`src/rtl/conv_defs_pkg.sv`:
```
// Shared constants for the 3x3 convolution path: operand/accumulator widths and
// tap count, shared with the weight address generator so both agree on the kernel.
package conv_defs;

  localparam int DATA_W  = 8;
  localparam int TAPS    = 9;
  localparam int PROD_W  = 2 * DATA_W;
  localparam int ACC_W   = 2 * DATA_W + 4;
  localparam int WADDR_W = $clog2(TAPS);

endpackage : conv_defs

```
`src/rtl/conv_tap_mult.sv`:
```
// Stage 1 of the window MAC: registered signed multiply of one weight/pixel tap,
// with the tap-valid and last-of-window flags carried alongside the product.
module conv_tap_mult
  import conv_defs::*;
#(
  parameter int DW = DATA_W
) (
  input  logic                   clk,
  input  logic                   reset,
  input  logic                   clear,
  input  logic                   in_valid_i,
  input  logic                   last_i,
  input  logic signed [DW-1:0]   weight_i,
  input  logic signed [DW-1:0]   pixel_i,
  output logic signed [2*DW-1:0] prod_o,
  output logic                   prod_vld_o,
  output logic                   prod_last_o
);

  logic signed [2*DW-1:0] prod_q;
  logic                   prod_vld_q;
  logic                   prod_last_q;
  logic                   take;

  assign take = in_valid_i && !clear;

  // NOTE: sequential state uses non-blocking assignments so every register
  // samples its inputs from before the edge, independent of statement order.
  always_ff @(posedge clk) begin
    if (reset) begin
      prod_q      <= '0;
      prod_vld_q  <= 1'b0;
      prod_last_q <= 1'b0;
    end else begin
      if (take) begin
        prod_q <= weight_i * pixel_i;
      end
      prod_vld_q  <= take;
      prod_last_q <= take && last_i;
    end
  end

  assign prod_o      = prod_q;
  assign prod_vld_o  = prod_vld_q;
  assign prod_last_o = prod_last_q;

endmodule : conv_tap_mult

```
`src/rtl/conv_window_mac.sv`:
```
// 3x3 convolution-window multiply-accumulate: 9 taps in, one window sum out with a
// one-cycle valid pulse. Define CONV_MAC_RELU_EN to clamp negative results to zero.
module conv_window_mac
  import conv_defs::*;
#(
  parameter int DATA_W_P = DATA_W,
  parameter int TAPS_P   = TAPS,
  parameter int ACC_W_P  = 2 * DATA_W_P + 4
) (
  input  logic                       clk,
  input  logic                       reset,
  input  logic                       clear,
  input  logic                       in_valid,
  input  logic signed [DATA_W_P-1:0] weight_data,
  input  logic signed [DATA_W_P-1:0] pixel_data,
  output logic                       out_valid,
  output logic signed [ACC_W_P-1:0]  out_data,
  output logic                       busy
);

  localparam int CNT_W  = $clog2(TAPS_P);
  localparam int PW     = 2 * DATA_W_P;

  logic [CNT_W-1:0]          tap_cnt_q, tap_cnt_d;
  logic signed [ACC_W_P-1:0] acc_q, acc_d;
  logic                      start_q, start_d;
  logic                      out_valid_q, out_valid_d;
  logic signed [ACC_W_P-1:0] out_data_q, out_data_d;

  logic signed [PW-1:0]      prod;
  logic                      prod_vld;
  logic                      prod_last;
  logic                      tap_last;
  logic signed [ACC_W_P-1:0] sum;

  assign tap_last = (tap_cnt_q == CNT_W'(TAPS_P - 1));

  conv_tap_mult #(.DW(DATA_W_P)) u_mult (
    .clk        (clk),
    .reset      (reset),
    .clear      (clear),
    .in_valid_i (in_valid),
    .last_i     (tap_last),
    .weight_i   (weight_data),
    .pixel_i    (pixel_data),
    .prod_o     (prod),
    .prod_vld_o (prod_vld),
    .prod_last_o(prod_last)
  );

  // start_q marks that the next product opens a new window, so back-to-back
  // windows restart the sum without an idle cycle.
  assign sum = (start_q ? '0 : acc_q)
             + {{(ACC_W_P - PW){prod[PW-1]}}, prod};

  // NOTE: every combinational output gets a default first so no path can
  // leave it unassigned and infer a latch.
  always_comb begin
    tap_cnt_d   = tap_cnt_q;
    acc_d       = acc_q;
    start_d     = start_q;
    out_valid_d = 1'b0;
    out_data_d  = out_data_q;

    if (in_valid) begin
      tap_cnt_d = tap_last ? '0 : tap_cnt_q + CNT_W'(1);
    end

    if (prod_vld) begin
      acc_d   = sum;
      start_d = prod_last;
      if (prod_last) begin
        out_valid_d = 1'b1;
`ifdef CONV_MAC_RELU_EN
        out_data_d  = sum[ACC_W_P-1] ? '0 : sum;
`else
        out_data_d  = sum;
`endif
      end
    end

    if (clear) begin
      tap_cnt_d   = '0;
      acc_d       = '0;
      start_d     = 1'b1;
      out_valid_d = 1'b0;
      out_data_d  = out_data_q;
    end
  end

  always_ff @(posedge clk) begin
    if (reset) begin
      tap_cnt_q   <= '0;
      acc_q       <= '0;
      start_q     <= 1'b1;
      out_valid_q <= 1'b0;
      out_data_q  <= '0;
    end else begin
      tap_cnt_q   <= tap_cnt_d;
      acc_q       <= acc_d;
      start_q     <= start_d;
      out_valid_q <= out_valid_d;
      out_data_q  <= out_data_d;
    end
  end

  // The result register is loaded on the same edge that absorbs the last
  // product, so prod_vld already covers the only pending completion.
  assign busy      = (tap_cnt_q != '0) || prod_vld;
  assign out_valid = out_valid_q;
  assign out_data  = out_data_q;

endmodule : conv_window_mac

```
`config.mk`:
```
export PLATFORM = sky130hd
export DESIGN_NAME = conv_window_mac
export DESIGN_NICKNAME = d
export VERILOG_FILES = /design/src/rtl/conv_defs_pkg.sv /design/src/rtl/conv_tap_mult.sv /design/src/rtl/conv_window_mac.sv
export SDC_FILE = /design/constraint.sdc
export NUM_CORES = 1
export LEC_CHECK = 0
export ABC_AREA = 1
export CORE_ASPECT_RATIO = 0.9
export CORE_MARGIN = 2
export CORE_UTILIZATION = 30
export CTS_BUF_LIST = sky130_fd_sc_hd__clkbuf_2
export CTS_CLUSTER_DIAMETER = 80
export DETAILED_ROUTE_END_ITERATION = 8
export MAX_ROUTING_LAYER = met4
export PLACE_DENSITY = 0.53
export RECOVER_POWER = 25
export SYNTH_ARGS = -nofsm -noshare
export SYNTH_HDL_FRONTEND = slang
export SYNTH_SLANG_ARGS = --single-unit
export TNS_END_PERCENT = 1
```
`constraint.sdc`:
```
create_clock -name clk -period 6.4 [get_ports clk]
set_input_delay 1.6 -clock clk [delete_from_list [all_inputs] [get_ports clk]]
set_output_delay 1.6 -clock clk [all_outputs]
set_load 0.05 [all_outputs]
```
==> results.yml, run 1 <==
clock_tree:
  ctsResizeCount: 0
  cts_setup_buffers: 0
  cts_buffer_depth: 2
  numCtsBuffers: 9
  ctsHoldBuffers: 0
  cts_tree: "built"
  cts_sinks: 64
  clock_latency_ns: 0.55
  path_clk_slew_ns: 0.20
  clockRootBuffer: "clkbuf_2"
  htreeDepth: 3
pwr:
  power_leakage_nw: 4.071
  p_sw_share_pct: 44.94
  intPower_uw: 974.8
  clkPwrFrac_pct: 19.0
  peakVddDrop_mv: 0.1292
  seq_power_share_pct: 24.8
  pwr_density_cell_nw_per_um2: 238.4
  finalPower_mw: 1.771
  combPwrFrac_pct: 56.2
  switching_power_uw: 795.8
worst_setup_path:
  endpoint_kind: "flip-flop"
  crit_required_ns: 6.87
  crit_path_max_fanout: 8
  r2r_start: "start_q"
  crit_arrival_ns: 5.95
  reg2reg_depth: 14
  critPathKind: "in2reg"
  cp-start-kind: "input pin"
  timing.reg2reg.setup_slack_ns: 3.77
  worstReg2RegEnd: "acc_q[13]"
yosys:
  async_flop_share_pct: 0
  ys_types: 34
  syn_nets: 1130
  synth_area_sq_um: 6585
  synth-main-ff-cell: "dfxtp_1"
  yosysWarnings: 0
  syn_avg_cell_area_sq_um: 6.559
  syn_inst: 1004
  synth_edf_count: 0
  synth-seq-cells: 64
  synth.yosys.seq_area_share_pct: 19.46
timing:
  hold_violations: 0
  hold_slack_ns: 0.4680
  slew_viol_final: 0
  tightest_slew_ns: 1.385
  final.setup.tns_ns: 0
  fin_crit_sh_pct: 85.51
  fin_ws_ns: 0.9272
  clock_skew_ns: 0.03035
  setup_viol: 0
  relSlewSlack_pct: 7.649
  rsz0062_at_grt: "no"
  fmax_mhz: 182.7
  fin_crit_ns: 5.473
finish:
  final_cell_mix: "inv_1, nand2_1, nor2_1"
  area_growth_pct: 12.79
  fillers: 2422
  drive_gt1_share_pct: 4.155
  layout_commonest_cell: "inv_1"
  nets: 1156
  ff_latch_area_sq_um: 1281
  multi_input_area_sq_um: 4205
  antenna_cells_inserted: 0
placed_design:
  gp_congestion: 0.8844
  numPortBuffers: 41
  post-place-ws_ns: 0.3158
  dp_hpwl_um: 12310
floorplanning:
  die_area_sq_um: 23150
  die_w_um: 160.2
  die_y_um: 144.6
  io_pins: 42
  fp.coreArea_sq_um: 21570
  start_util_pct: 30.53
  rows: 51
drt:
  first_pass_iters: 5
  wl_per_cell_um: 11.47
  num_vias: 5721
  finalWirelength_um: 15210
  drc: 0
  drt_iter0_drc: 288
  vias_per_cell: 4.314
  ant_nets: 0
status:
  status: "completed"
global_routing:
  grt.total_usage_pct: 14.45
  grt_max_degree: 36
  grt_pass1_wl_um: 26210
  grt_pass1_vias: 5484
  antenna_found_initial: 0
  gr-total-overflow: 0
hold_path:
  min_to: "acc_q[0]"
  hold_path_depth: 2
  hp-class: "reg2reg"
  hp-start: "acc_q[0]"
flow_run:
  drv_cap: 0
per-stage QoR:
| step | util, % | cell area (sq um) | instances |
|---|---|---|---|
| detailed placement | 33.70 | 7269 | 1310 |
| finish | 34.44 | 7427 | 1326 |
| CTS | 34.46 | 7433 | 1326 |
| global route | 34.44 | 7427 | 1326 |
| floorplan | - | 6585 | 1004 |
| global placement | 33.70 | 7269 | 1310 |
final cells by class:
class                   instances  share of cell area, %
multi-input cells             653                  56.62
flip-flops and latches         64                  17.25
inverters                     254                  12.84
repair buffers                 48                  6.183
well taps                     291                  4.902
clock inverters                 7                  1.600
clock buffers                   9                 0.6065
flip-flops by register name, indices dropped and copies added, names as in the netlist:
name	cells
u_mult.prod_vld_o	1
acc_q	20
out_data	20
tap_cnt_q	4
out_valid	1
u_mult.prod_o	16
start_q	1
u_mult.prod_last_o	1
metal layers:
| metal | GRT usage [%] | part of all wire [%] | up-vias |
|---|---|---|---|
| li1 | - | - | 3022 |
| met1 | 21.05 | 55 | 2594 |
| met2 | 21.37 | 40 | 93 |
| met3 | 2.294 | 3.9 | 12 |
| met4 | 2.418 | 1.0 | 0 |
| met5 | - | 0 | - |
Yosys cell counts, drive strengths merged, types with 2 or more instances:
library cell	n	area [sq um]
a21oi	44	227.7
o21bai	4	30.03
xor2	10	87.58
o211ai	2	15.01
ha	50	625.6
nand3	59	310.3
clkbuf	21	78.83
nor3	3	20.02
nor2	131	511.7
dfxtp	64	1281
fa	56	1121
xnor2	8	70.07
or2	2	12.51
buf	12	63.80
o21ai	31	155.1
inv	254	953.4
nand3b	4	30.03
a21o	2	15.01
nand2	235	899.6
nand4	8	50.05
power groups by stage:
stage	sequential (mW)	combinational [mW]	clock (mW)
after floorplan	0.435	0.811	0
after global placement	0.448	1.00	0
after detailed placement	0.448	1.00	0
after CTS	0.440	1.01	0.349
after global routing	0.441	1.19	0.362
final	0.438	0.995	0.337
critical path: stages:
cell             delay [ns]
clkdlybuf4s50_1        0.68
nand2_1                0.14
fa_1                   0.79
inv_1                  0.12
fa_1                   0.54
inv_1                  0.05
fa_1                   0.49
fa_1                   0.54
inv_1                  0.04
ha_1                   0.32
inv_1                  0.08
o21bai_1               0.07
a21oi_1                0.12
nand3_1                0.11
nand3_1                0.08
nand3_1                0.08
nand2_1                0.06
inv_1                  0.04
cell families (layout without fill, tap and decap cells):
logic type                 count (synthesis)  in the layout  share of synthesized area (%)
and+or+nand+nor                          444            444                          28.04
xor gates and xnor gates                  18             18                          2.394
buffers and inverters                    287            318                          16.64
DFF                                       64             64                          19.46
adders and majority gates                106            106                          26.52
AOI/OAI and AO/OA                         85             85                          6.935
worst max path at each step:
stage                               from                 to  slack (ns)  depth (start not counted)
after floorplan           weight_data[0]  u_mult.prod_o[10]        0.99                         17
after global placement     pixel_data[7]  u_mult.prod_o[10]        0.35                         18
after detailed placement   pixel_data[4]  u_mult.prod_o[15]        0.32                         18
after CTS                  pixel_data[7]  u_mult.prod_o[10]        0.93                         18
after global routing      weight_data[7]  u_mult.prod_o[14]        0.62                         16
final                      pixel_data[4]  u_mult.prod_o[15]        0.93                         18
Power figures use the tool's default switching activity.
==> inputs of run 2 (changes only) <==
- CORE_ASPECT_RATIO: 0.9 -> 0.5
==> run 2 against run 1 <==
Compared with the run above: sequential share of layout area about the same; combinational power increased by 4%; die area increased by 0.30%; largest cell class unchanged.
==> results.yml, run 2 (synthesis gave the netlist of run 1 again) <==
timing:
  fin_crit_ns: 5.491
  fin_crit_sh_pct: 85.80
  tightest_slew_ns: 1.452
  rsz0062_at_grt: "no"
  relSlewSlack_pct: 3.197
  clock_skew_ns: 0.02838
  final.setup.tns_ns: 0
  setup_viol: 0
  hold_violations: 0
  fmax_mhz: 182.1
  slew_viol_final: 0
floorplanning:
  rows: 38
  die_area_sq_um: 23220
  start_util_pct: 30.51
  die_y_um: 108.8
  io_pins: 42
  die_w_um: 213.5
  fp.coreArea_sq_um: 21590
worst_setup_path:
  startpoint: "pixel_data[7]"
  critPathBufInv: 6
  crit_required_ns: 6.90
  r2r_start: "start_q"
  critPathMaxStageDelay_ns: 0.54
  critPathTopFamily: "adder cells"
  crit_top_cell: "inv_1"
  endpoint_kind: "flip-flop"
  crit_path_max_fanout: 8
  crit_arrival_ns: 5.99
  path_cells: "clkdlybuf4s50_1, inv_1, or2_2, fa_1, fa_1, inv_1, fa_1, inv_1, fa_1, inv_1, ha_1, nand2_1, nor2_1, a21oi_1, xnor2_1, o21ai_0, inv_1"
  critPathSlowestCell: "fa_1"
  critPathKind: "in2reg"
  cp-start-kind: "input pin"
clock_tree:
  ctsResizeCount: 0
  path_clk_slew_ns: 0.22
  htreeDepth: 3
  cts_sinks: 64
  clock_latency_ns: 0.56
  cts_buffer_depth: 2
  cts_setup_buffers: 0
  clockRootBuffer: "clkbuf_2"
  ctsHoldBuffers: 0
  numCtsBuffers: 9
  cts_tree: "built"
global_routing:
  grt.total_usage_pct: 14.97
  busiest_layer: "met2"
  antenna_found_initial: 0
  met2_usage_pct: 25.65
  grt_max_degree: 29
  met3_usage_pct: 2.045
  grt_pass1_vias: 5771
  grt_pass1_wl_um: 27060
  use_met1_pct: 18.75
  gr-total-overflow: 0
drt:
  ant_nets: 0
  vias_per_cell: 4.372
  wl_per_cell_um: 11.72
  finalWirelength_um: 15650
  drc: 0
  first_pass_iters: 5
  drt_iter0_drc: 237
  num_vias: 5841
pwr:
  combPwrFrac_pct: 57.9
  pwr_density_cell_nw_per_um2: 238.9
  intPower_uw: 944.1
  power_leakage_nw: 4.073
  seq_power_share_pct: 24.8
  switching_power_uw: 830.8
  p_sw_share_pct: 46.81
  clkPwrFrac_pct: 17.3
  peakVddDrop_mv: 0.1017
finish:
  stdcell_area_sq_um: 7431
  area_growth_pct: 12.84
  layout_commonest_cell: "inv_1"
  drive_gt1_share_pct: 4.344
  antenna_cells_inserted: 0
  final_cell_mix: "inv_1, nand2_1, nor2_1"
  nets: 1157
placed_design:
  dpl-instance-area_sq_um: 7288
  gp_congestion: 0.8952
  numPortBuffers: 41
  dp_hpwl_um: 12790
hold_path:
  hp-class: "reg2reg"
  hp-start: "acc_q[0]"
flow_run:
  drv_cap: 0
status:
  status: "completed"
## run 2: worst reg2reg max path, stage by stage, from the launching register on
cell and delay, ns:
dfxtp_1 0.60, nor2_1 0.22, ha_1 0.26, inv_1 0.08
fa_1 0.45, inv_1 0.13, nand3_1 0.09, nand3_2 0.10
nand2_1 0.07, nand2_2 0.14, nand2_1 0.11, nand3_1 0.10
nand3_1 0.09, nand2_1 0.09, inv_1 0.04
## run 2: metrics by stage
step	hold WS [ns]	utilization, %	power (mW)	std cells	setup WS, ns
6_report	0.4690	34.43	1.775	1336	0.9088
5_1_grt	0.5172	34.43	2.006	1336	0.6350
4_1_cts	0.4696	34.45	1.803	1336	0.9470
3_5_place_dp	0.4445	33.76	1.482	1320	0.2837
3_3_place_gp	0.4405	33.76	1.483	1320	0.3023
2_1_floorplan	0.4340	-	1.246	1004	0.9941
## run 2: routing by layer
| metal | wire length (um) | vias up |
|---|---|---|
| met4 | 210 | 0 |
| met3 | 464 | 18 |
| met5 | 0 | - |
| met1 | 7702 | 2724 |
| met2 | 7278 | 72 |
| li1 | - | 3027 |
## run 2: path summary, 6_finish.rpt
path	to	slack, ns	depth (start not counted)
setup / recovery	u_mult.prod_o[11]	0.91	17
hold reg to reg	acc_q[0]	0.47	2
setup reg to reg	out_data[16]	3.78	14
hold / removal	acc_q[0]	0.47	2
## run 2: final cells by class
cell class              instances  area [sq um]
flip-flops and latches         64          1281
clock buffers                   9         45.04
clock inverters                 7         103.9
repair buffers                 49         466.7
multi-input cells             653          4205
inverters                     254         953.4
well taps                     300         375.4
fillers                      2377         14150
## run 2: power by group through the flow
stage          combinational [mW]  sequential [mW]  clock (mW)
3_3_place_gp                 1.04            0.448           0
6_report                     1.03            0.440       0.306
4_1_cts                      1.04            0.440       0.321
3_5_place_dp                 1.03            0.448           0
2_1_floorplan               0.811            0.435           0
5_1_grt                      1.23            0.442       0.337
==> inputs of run 3 (changes only) <==
- SYNTH_HIERARCHICAL: default -> 1
==> run 3 against run 2 <==
Compared with the run above: the flow now finishes with violations (max-capacitance violations, max-slew violations); global-route usage decreased by 0.13 points; worst setup slack lost 0.11 ns; routed wire length shrank 3.3%; core utilization grew 0.080 points; area after synthesis rose by 0.93%; flip-flop and latch count unchanged; critical path type unchanged; largest power group unchanged.
==> results.yml, run 3 <==
status:
  status: "complete, but fails checks"
  violations: "max-capacitance violations, max-slew violations"
global_routing:
  grt_max_degree: 34
  gr-total-overflow: 0
  antenna_found_initial: 0
  grt_pass1_vias: 5876
  grt_pass1_wl_um: 27550
  grt.total_usage_pct: 14.84
timing:
  setup_viol: 0
  clock_skew_ns: 0.03326
  fmax_mhz: 178.5
  tightest_slew_ns: 1.611
  fin_crit_sh_pct: 87.53
  rsz0062_at_grt: "no"
  slew_viol_final: 34
  final.setup.tns_ns: 0
  relSlewSlack_pct: -7.411
  hold_violations: 0
  fin_crit_ns: 5.602
clock_tree:
  htreeDepth: 3
  cts_buffer_depth: 2
  cts_sinks: 64
  numCtsBuffers: 9
  cts_setup_buffers: 0
  clock_latency_ns: 0.54
  ctsHoldBuffers: 0
  ctsResizeCount: 0
  path_clk_slew_ns: 0.16
  clockRootBuffer: "clkbuf_2"
  cts_tree: "built"
drt:
  finalWirelength_um: 15140
  drc: 0
  first_pass_iters: 4
  drt_iter0_drc: 278
  num_vias: 5821
  wl_per_cell_um: 11.15
  ant_nets: 0
  vias_per_cell: 4.286
yosys:
  synth_area_sq_um: 6646
  synth_adder_area_share_pct: 26.28
  synth_top_area_share_pct: 19.28
  synth_top_area_cell: "dfxtp_1"
  synth_common_cells: "inv_1, nand2_1, nor2_1, dfxtp_1, nand3_1"
  synthXorXnorAreaFrac_pct: 2.108
  synth_edf_count: 0
  syn_inst: 1024
  yosys-top-cells-area: "dfxtp_1, fa_1, inv_1"
  async_flop_share_pct: 0
  synth_top_family_by_area: "simple AND/OR/NAND/NOR gates"
  synth-compound-area-share_pct: 6.796
  synth_mux_area_share_pct: 0
  ys_types: 29
  yosysWarnings: 6
  synth-simple-area-share_pct: 28.80
  syn_nets: 1150
  synth.yosys.seq_area_share_pct: 19.28
  syn_avg_cell_area_sq_um: 6.491
  synth-main-ff-cell: "dfxtp_1"
  yosysMostFrequentCell: "inv_1"
  synth-seq-cells: 64
worst_setup_path:
  worstReg2RegEnd: "out_data[16]"
  critPathSlowestCell: "fa_1"
  reg2reg_depth: 13
  startpoint: "pixel_data[4]"
  path_cells: "clkdlybuf4s50_1, nand2_1, inv_1, fa_1, inv_1, fa_1, inv_1, fa_1, inv_1, fa_1, inv_1, ha_1, nand2_1, nor2_2, nand2_1, nor2_2, nor2_1, nand3_1, nand3_1, nand2_1, inv_1"
  r2r_start: "start_q"
  crit_top_cell: "inv_1"
  endpoint: "u_mult/prod_o[15]"
  critPathKind: "in2reg"
  crit_arrival_ns: 6.05
  crit_path_max_fanout: 8
  endpoint_kind: "flip-flop"
  critPathMaxStageDelay_ns: 0.61
  crit_required_ns: 6.85
  timing.reg2reg.setup_slack_ns: 3.66
  cp-start-kind: "input pin"
floorplanning:
  die_area_sq_um: 23430
  die_w_um: 214.5
  fp.coreArea_sq_um: 21680
  io_pins: 42
  rows: 38
  die_y_um: 109.3
  start_util_pct: 30.66
flow_run:
  drv_cap: 1
placed_design:
  gp_congestion: 0.8983
  dpl-instance-area_sq_um: 7367
  numPortBuffers: 41
  dp_hpwl_um: 12590
finish:
  ff_latch_area_sq_um: 1281
  multi_input_area_sq_um: 4249
  layout_commonest_cell: "inv_1"
  stdcell_area_sq_um: 7481
  fillers: 2411
  antenna_cells_inserted: 0
  nets: 1180
  final_cell_mix: "inv_1, nand2_1, nor2_1"
  area_growth_pct: 12.56
  drive_gt1_share_pct: 4.442
hold_path:
  hold_path_depth: 2
  hp-class: "reg2reg"
pwr:
  peakVddDrop_mv: 0.1071
  power_leakage_nw: 4.232
  finalPower_mw: 1.787
  pwr_density_cell_nw_per_um2: 238.9
[run 3: per-stage QoR]
stage	hold slack (ns)	instances	worst slack, ns	utilization [%]
2_1_floorplan	0.4298	1024	0.9547	-
3_3_place_gp	0.4461	1343	0.3517	33.98
3_5_place_dp	0.4508	1343	0.2798	33.98
4_1_cts	0.4733	1358	0.8823	34.56
5_1_grt	0.5112	1358	0.5518	34.50
6_report	0.4699	1358	0.7980	34.50
[run 3: area by class of cell]
| cell class | instances | share of cell area [%] |
|---|---|---|
| clock buffer | 11 | 0.7359 |
| clock inverter | 4 | 0.9366 |
| tap | 300 | 5.018 |
| inverter | 263 | 13.20 |
| sequential | 64 | 17.13 |
| multi-input combinational | 667 | 56.80 |
| timing repair buffer | 49 | 6.188 |
[run 3: critical path: cells and delay by family]
kind	cells	cell delay, ns
buffers and inverters	7	0.97
adders and majority gates	5	2.57
and+or+nand+nor	9	0.90
[run 3: where the power goes]
| group | switching [mW] | internal (mW) |
|---|---|---|
| Sequential | 0.0188 | 0.418 |
| Combinational | 0.666 | 0.406 |
| Clock | 0.148 | 0.129 |
[run 3: routing by layer]
metal	vias to the layer above	wire length [um]	track usage, %
met5	-	0	-
met1	2637	8048	19.61
li1	3085	-	-
met3	16	462	2.064
met2	83	6400	23.96
met4	0	225	4.216
[run 3: worst min path at each step]
| stage | end | startpoint | slack (ns) |
|---|---|---|---|
| 6_report | acc_q[0] | acc_q[0] | 0.47 |
| 5_1_grt | acc_q[1] | acc_q[1] | 0.51 |
| 4_1_cts | acc_q[1] | acc_q[1] | 0.47 |
| 3_5_place_dp | acc_q[1] | acc_q[1] | 0.45 |
| 3_3_place_gp | acc_q[0] | acc_q[0] | 0.45 |
| 2_1_floorplan | acc_q[0] | acc_q[0] | 0.43 |
[run 3: logic make-up (layout without fill, tap and decap cells)]
kind of cell    Yosys count  in the layout
simple gates            459            459
xor+xnor                 16             16
flops                    64             64
buf+inv                 293            327
fa+ha+maj               106            106
compound gates           86             86
